**src/rtl/vga_scope_pkg.sv**
```systemverilog
// Shared definitions for the scope capture path and the drawer model:
// FSM states, frame geometry and the ADC-to-Y scaling.
package vga_scope_pkg;

  localparam int N_SAMPLES = 160;
  localparam int Y_MAX     = 119;
  localparam int TIMEOUT   = 4096;
  localparam int ADC_W     = 14;
  localparam int Y_W       = 8;
  localparam int ADDR_W    = 8;
  localparam int TCNT_W    = 13;

  typedef enum logic [2:0] {
    ST_IDLE,
    ST_PRIME,
    ST_WAIT_TRIG,
    ST_CAPTURE,
    ST_READY
  } scope_state_e;

  // x*120 as (x<<7)-(x<<3); the top 7 bits of the 21-bit product are 0..119
  function automatic logic [Y_W-1:0] scale_y(input logic [ADC_W-1:0] x);
    logic [20:0] prod;
    prod = ({7'd0, x} << 7) - ({7'd0, x} << 3);
    return 8'(Y_MAX) - {1'b0, prod[20:14]};
  endfunction

endpackage

```
**src/rtl/scope_line_ram.sv**
```systemverilog
// One screen line of Y coordinates: single write port, registered read port.
// Contents are deliberately left unreset.
module scope_line_ram #(
  parameter int DEPTH = 160,
  parameter int DW    = 8,
  parameter int AW    = 8
) (
  input  logic          clk,
  input  logic          we_i,
  input  logic [AW-1:0] waddr_i,
  input  logic [DW-1:0] wdata_i,
  input  logic [AW-1:0] raddr_i,
  output logic [DW-1:0] rdata_o
);

  logic [DW-1:0] mem_q [DEPTH];

  always_ff @(posedge clk) begin
    if (we_i) mem_q[waddr_i] <= wdata_i;
    rdata_o <= mem_q[raddr_i];
  end

endmodule

```
**src/rtl/scope_trigger_capture.sv**
```systemverilog
// Decimate ADC samples, wait for a level crossing (or time out), capture one
// frame of scaled Y values and hold it until the drawer reports completion.
module scope_trigger_capture
  import vga_scope_pkg::*;
(
  input  logic              clk,
  input  logic              reset,
  input  logic [ADC_W-1:0]  adc_data,
  input  logic              adc_valid,
  input  logic              run,
  input  logic [ADC_W-1:0]  trig_level,
  input  logic              trig_falling,
  input  logic [7:0]        decim,
  input  logic [ADDR_W-1:0] rd_addr,
  input  logic              draw_done,
  output logic [Y_W-1:0]    rd_data,
  output logic              frame_ready,
  output logic              auto_trig
);

  scope_state_e      state_q;
  logic [7:0]        dcnt_q;
  logic [TCNT_W-1:0] tcnt_q;
  logic [ADDR_W-1:0] wptr_q;
  logic              frame_ready_q;
  logic              auto_trig_q;
  logic              rd_ok_q;

  logic [ADC_W-1:0]  lvl_q;
  logic [ADC_W-1:0]  prev_q;
  logic              fall_q;
  logic [7:0]        decim_q;

  logic              active;
  logic              kept;
  logic              trig_hit;
  logic              tmo_hit;
  logic              prime_entry;
  logic              we;
  logic [ADDR_W-1:0] waddr;
  logic [Y_W-1:0]    wdata;
  logic [Y_W-1:0]    ram_rdata;

  always_comb begin
    active      = (state_q == ST_PRIME) || (state_q == ST_WAIT_TRIG) ||
                  (state_q == ST_CAPTURE);
    kept        = active && adc_valid && (dcnt_q == 8'd0);
    trig_hit    = fall_q ? ((prev_q >= lvl_q) && (adc_data <  lvl_q))
                         : ((prev_q <  lvl_q) && (adc_data >= lvl_q));
    tmo_hit     = (tcnt_q == TCNT_W'(TIMEOUT - 1));
    prime_entry = ((state_q == ST_IDLE) && run) ||
                  ((state_q == ST_READY) && draw_done && run);
    we          = 1'b0;
    waddr       = wptr_q;
    wdata       = scale_y(adc_data);
    if ((state_q == ST_WAIT_TRIG) && kept && run && (trig_hit || tmo_hit)) begin
      we    = 1'b1;
      waddr = '0;
    end else if ((state_q == ST_CAPTURE) && kept) begin
      we = 1'b1;
    end
  end

  always_ff @(posedge clk or negedge reset) begin
    if (!reset) begin
      state_q       <= ST_IDLE;
      dcnt_q        <= '0;
      tcnt_q        <= '0;
      wptr_q        <= '0;
      frame_ready_q <= 1'b0;
      auto_trig_q   <= 1'b0;
      rd_ok_q       <= 1'b0;
    end else begin
      rd_ok_q <= (rd_addr < ADDR_W'(N_SAMPLES));

      if (kept)                                 dcnt_q <= decim_q;
      else if (active && adc_valid)             dcnt_q <= dcnt_q - 8'd1;

      case (state_q)
        ST_IDLE: if (run) state_q <= ST_PRIME;
        ST_PRIME: begin
          if (!run)      state_q <= ST_IDLE;
          else if (kept) state_q <= ST_WAIT_TRIG;
        end
        ST_WAIT_TRIG: begin
          if (!run) begin
            state_q <= ST_IDLE;
          end else if (kept) begin
            if (trig_hit || tmo_hit) begin
              state_q     <= ST_CAPTURE;
              wptr_q      <= ADDR_W'(1);
              auto_trig_q <= !trig_hit;
            end else begin
              tcnt_q <= tcnt_q + 1'b1;
            end
          end
        end
        ST_CAPTURE: begin
          // run is ignored here so a started frame always completes
          if (kept) begin
            if (wptr_q == ADDR_W'(N_SAMPLES - 1)) state_q <= ST_READY;
            else                                  wptr_q  <= wptr_q + 1'b1;
          end
        end
        ST_READY: begin
          if (draw_done) begin
            frame_ready_q <= 1'b0;
            state_q       <= run ? ST_PRIME : ST_IDLE;
          end else begin
            frame_ready_q <= 1'b1;
          end
        end
        default: state_q <= ST_IDLE;
      endcase

      if (prime_entry) begin
        dcnt_q      <= decim;
        tcnt_q      <= '0;
        wptr_q      <= '0;
        auto_trig_q <= 1'b0;
      end
    end
  end

  always_ff @(posedge clk) begin
    if (prime_entry) begin
      lvl_q   <= trig_level;
      fall_q  <= trig_falling;
      decim_q <= decim;
    end
    if (kept && ((state_q == ST_PRIME) || (state_q == ST_WAIT_TRIG)))
      prev_q <= adc_data;
  end

  scope_line_ram #(
    .DEPTH(N_SAMPLES),
    .DW   (Y_W),
    .AW   (ADDR_W)
  ) u_ram (
    .clk    (clk),
    .we_i   (we),
    .waddr_i(waddr),
    .wdata_i(wdata),
    .raddr_i(rd_addr),
    .rdata_o(ram_rdata)
  );

  // Out-of-range reads and reset force zero without a reset on the RAM itself
  assign rd_data     = rd_ok_q ? ram_rdata : '0;
  assign frame_ready = frame_ready_q;
  assign auto_trig   = auto_trig_q;

endmodule

```
**config.mk**
```make
export PLATFORM = sky130hd
export DESIGN_NAME = scope_trigger_capture
export DESIGN_NICKNAME = d
export VERILOG_FILES = /design/src/rtl/vga_scope_pkg.sv /design/src/rtl/scope_line_ram.sv /design/src/rtl/scope_trigger_capture.sv
export SDC_FILE = /design/constraint.sdc
export NUM_CORES = 1
export LEC_CHECK = 0
export ABC_CLOCK_PERIOD_IN_PS = 4750
export CORE_ASPECT_RATIO = 1.25
export CORE_MARGIN = 1.5
export CORE_UTILIZATION = 40
export DETAILED_ROUTE_END_ITERATION = 8
export REMOVE_ABC_BUFFERS = 1
export SYNTH_ARGS = -nofsm -noshare
export SYNTH_HDL_FRONTEND = slang
export SYNTH_SLANG_ARGS = --single-unit
export TNS_END_PERCENT = 5
```
**constraint.sdc**
```tcl
create_clock -name clk -period 4.75 [get_ports clk]
set_input_delay 0.7125 -clock clk [delete_from_list [all_inputs] [get_ports clk]]
set_output_delay 0.7125 -clock clk [all_outputs]
set_load 0.02 [all_outputs]
```
==> impl_metrics.tcl <==
set metrics [dict create \
    gp_congestion 0.868 \
    worst_pin_slew_ns 1.21 \
    layout.cells.non_filler 4801 \
    synth_most_common_cell "edfxtp_1" \
    first_global_vias 28100 \
    synth_async_sr_flop_share 0.0257 \
    power.density_nw_per_um2 412 \
    p_leak_nw 19.8 \
    finalCriticalPeriod_ns 4.01 \
    synthTopCellsByArea "edfxtp_1 73%, mux4_2 16%, nor2_1 1.7%, dfrtp_1 1.6%, ha_1 0.97%" \
    die_w_um 332 \
    hp-class "in -> async" \
    crit_path_end_kind "flip-flop" \
    critPathRequiredTime_ns 5.33 \
    fin_skew_ns 0.0288 \
    hold-worst-slack_ns 0.0800 \
    yosys-top-cells-count "1,317 x edfxtp_1, 376 x mux4_2, 240 x nor2_1" \
    max-cap-violations 0 \
    nets 3035 \
    synthCells 2621 \
    post-route-drc-count 0 \
    start_util 0.403 \
    die-area_um2 137000 \
    core_area_um2 134000 \
    dp_hpwl_um 85600 \
    yosys.area.top_type "edfxtp_1" \
    outcome "complete, no violations" \
    min_period_over_period 0.845 \
    firstDrtPassIters 7 \
    wl_per_cell_um 27.0 \
    cts.sinks 1360 \
    drt_iter0_markers 2542 \
    yosys_warnings 0 \
    setup_violations 0 \
    synth_cell_type_count 68 \
    drive_gt1_frac 0.288 \
    fillCellCount 11000 \
    track_usage 0.191 \
    cp_data_arrival_time_ns 4.59 \
    maxClockFrequency_ghz 0.249 \
    cts_tree "done" \
    maxSlewViolCount 0 \
    num_vias 27000 \
    io_pins 60 \
    worstSetupPathType "in -> reg" \
    antenna_found_initial 3 \
    vias_per_cell 5.62 \
    cpPeakStageDelay_ns 0.71 \
    rows 150 \
    synth.avg_cell_area_um2 20.6 \
    cts-root-buf "clkbuf_16" \
    yosysTopAreaCellShare 0.733 \
    path_cells "clkdlybuf4s50_1, inv_1, ha_1, a21o_1, a21o_1, a21o_1, and3_1, o31a_1, nor2_1, nand2_1, xnor2_1, ha_1, xnor2_1, xnor2_2, buf_12" \
    ys_seq_elements 1360 \
    seq_area_frac_synth 0.752 \
    cp_common_cell "a21o_1" \
    finalHoldViolations 0 \
    die_h_um 414 \
    final_util 0.470 \
    cts_buffers 131 \
    synth_top_flop_cell "edfxtp_1" \
    ant_nets 0 \
    wirelength_um 130000 \
    slowest_stage "xnor2_2" \
    synth_area_um2 54000 \
    io_buffer_count 59 \
    placedCellCount 4558 \
    holdBufCountCts 0 \
    seq_area_um2 40600 \
    syn_to_final_growth_pct 16.5 \
    rsz0062_at_grt "no" \
    clkTransAtPathRegs_ns 0.06 \
    multi_input_area_um2 12700 \
    cp_max_fo 39 \
    slew_headroom 0.192 \
    postCtsSetupRepairBufs 0 \
    clock_latency_ns 0.77 \
    grt_pass1_wl_um 190000 \
    cts.repair.resized 0 \
    irDropWorstVdd_uv 406 \
    cts_htree_levels 4 \
    cts_max_path_buffers 3 \
    grt_overflow 0 \
    worstSetupStartpointType "input port" \
    reg2reg_depth 7 \
    synth_edf_count 1317 \
    grt_max_degree 161 \
]
-- cell usage in the layout, fill, tap and decap left out, types with 8 or more instances in the layout --
cell type / n
a21oi_1: 33
clkinvlp_4: 11
nor2_1: 240
buf_12: 33
clkdlybuf4s50_1: 54
a22oi_1: 9
mux4_2: 376
o22ai_1: 30
clkinv_2: 26
clkbuf_16: 135
inv_1: 36
dfxtp_1: 8
nor2b_1: 14
dfrtp_1: 35
buf_4: 232
clkbuf_1: 15
nor4_1: 18
and2_1: 12
xnor2_1: 9
clkinv_1: 29
mux2i_1: 19
edfxtp_1: 1317
bufinv_16: 11
nand3_1: 30
nand2b_1: 14
inv_6: 10
ha_1: 42
nor3_1: 15
and3_1: 13
o21ai_0: 25
nand4_1: 17
nand2_1: 65
-- state kept, by name, summed over array words and instances, names as in the netlist, 3 cells and up --
name           flops
prev_q            14
u_ram.rdata_o      8
u_ram.mem_q     1280
wptr_q             8
state_q            3
decim_q            8
lvl_q             14
dcnt_q             8
tcnt_q            13
-- through the flow --
stage / TNS (ns) / worst slack (ns) / instance area, um2 / power [mW]
CTS: 0 / 0.810 / 62900 / 26.1
floorplan: -3786.69 / -5.60 / 53400 / 15.0
finish: 0 / 0.737 / 62900 / 25.9
global placement: -7.67 / -0.244 / 58600 / 15.8
detailed placement: 0 / 0.0446 / 58600 / 15.9
global route: 0 / 0.625 / 62900 / 26.6
-- cells by family after synthesis --
| family | after synthesis | synth area share |
|---|---|---|
| compound gates | 164 | 0.0206 |
| xor+xnor | 14 | 0.00227 |
| fa+ha+maj | 42 | 0.00974 |
| buf+inv | 173 | 0.0135 |
| flops | 1360 | 0.752 |
| mux | 401 | 0.162 |
| simple gates | 467 | 0.0402 |
-- routing by layer --
metal,up-vias,GRT usage,part of all wire
met5,-,0,0
met4,0,0.0653,0.027
met3,199,0.0309,0.056
met2,881,0.330,0.52
met1,14400,0.246,0.40
li1,11500,-,-
-- power by group --
| group | total, mW | switching, mW | internal [mW] |
|---|---|---|---|
| Sequential | 13.7 | 0.0386 | 13.7 |
| Clock | 10.3 | 4.47 | 5.83 |
| Combinational | 1.89 | 1.24 | 0.650 |
-- final timing paths --
check,start,endpoint,slack [ns]
setup / recovery,adc_data[8],u_ram.mem_q[158][5],0.74
hold / removal,reset,frame_ready,0.08
setup reg to reg,state_q[0],u_ram.mem_q[145][2],1.15
hold reg to reg,frame_ready,frame_ready,0.51
max in group asynchronous,reset,wptr_q[3],4.08
min in group clk,trig_level[2],lvl_q[2],0.51
-- critical path, delay by kind of cell --
family                   cells  cell delay [ns]
adder cells (fa/ha/maj)      2             0.55
XOR/XNOR                     3             1.03
AND/OR/NAND/NOR              3             0.45
buffers and inverters        3             0.93
AO/OA/AOI/OAI                4             0.87
-- cell type report --
class	instances	share of cell area
Timing Repair Buffer	323	0.0474
Inverter	39	0.00239
Clock buffer	150	0.0546
Multi-Input combinational cell	1088	0.202
Clock inverter	90	0.0128
Tap cell	1748	0.0348
Sequential cell	1360	0.645
Antenna cell	3	0.000119
No activity file was read; power rests on OpenSTA's default activity.
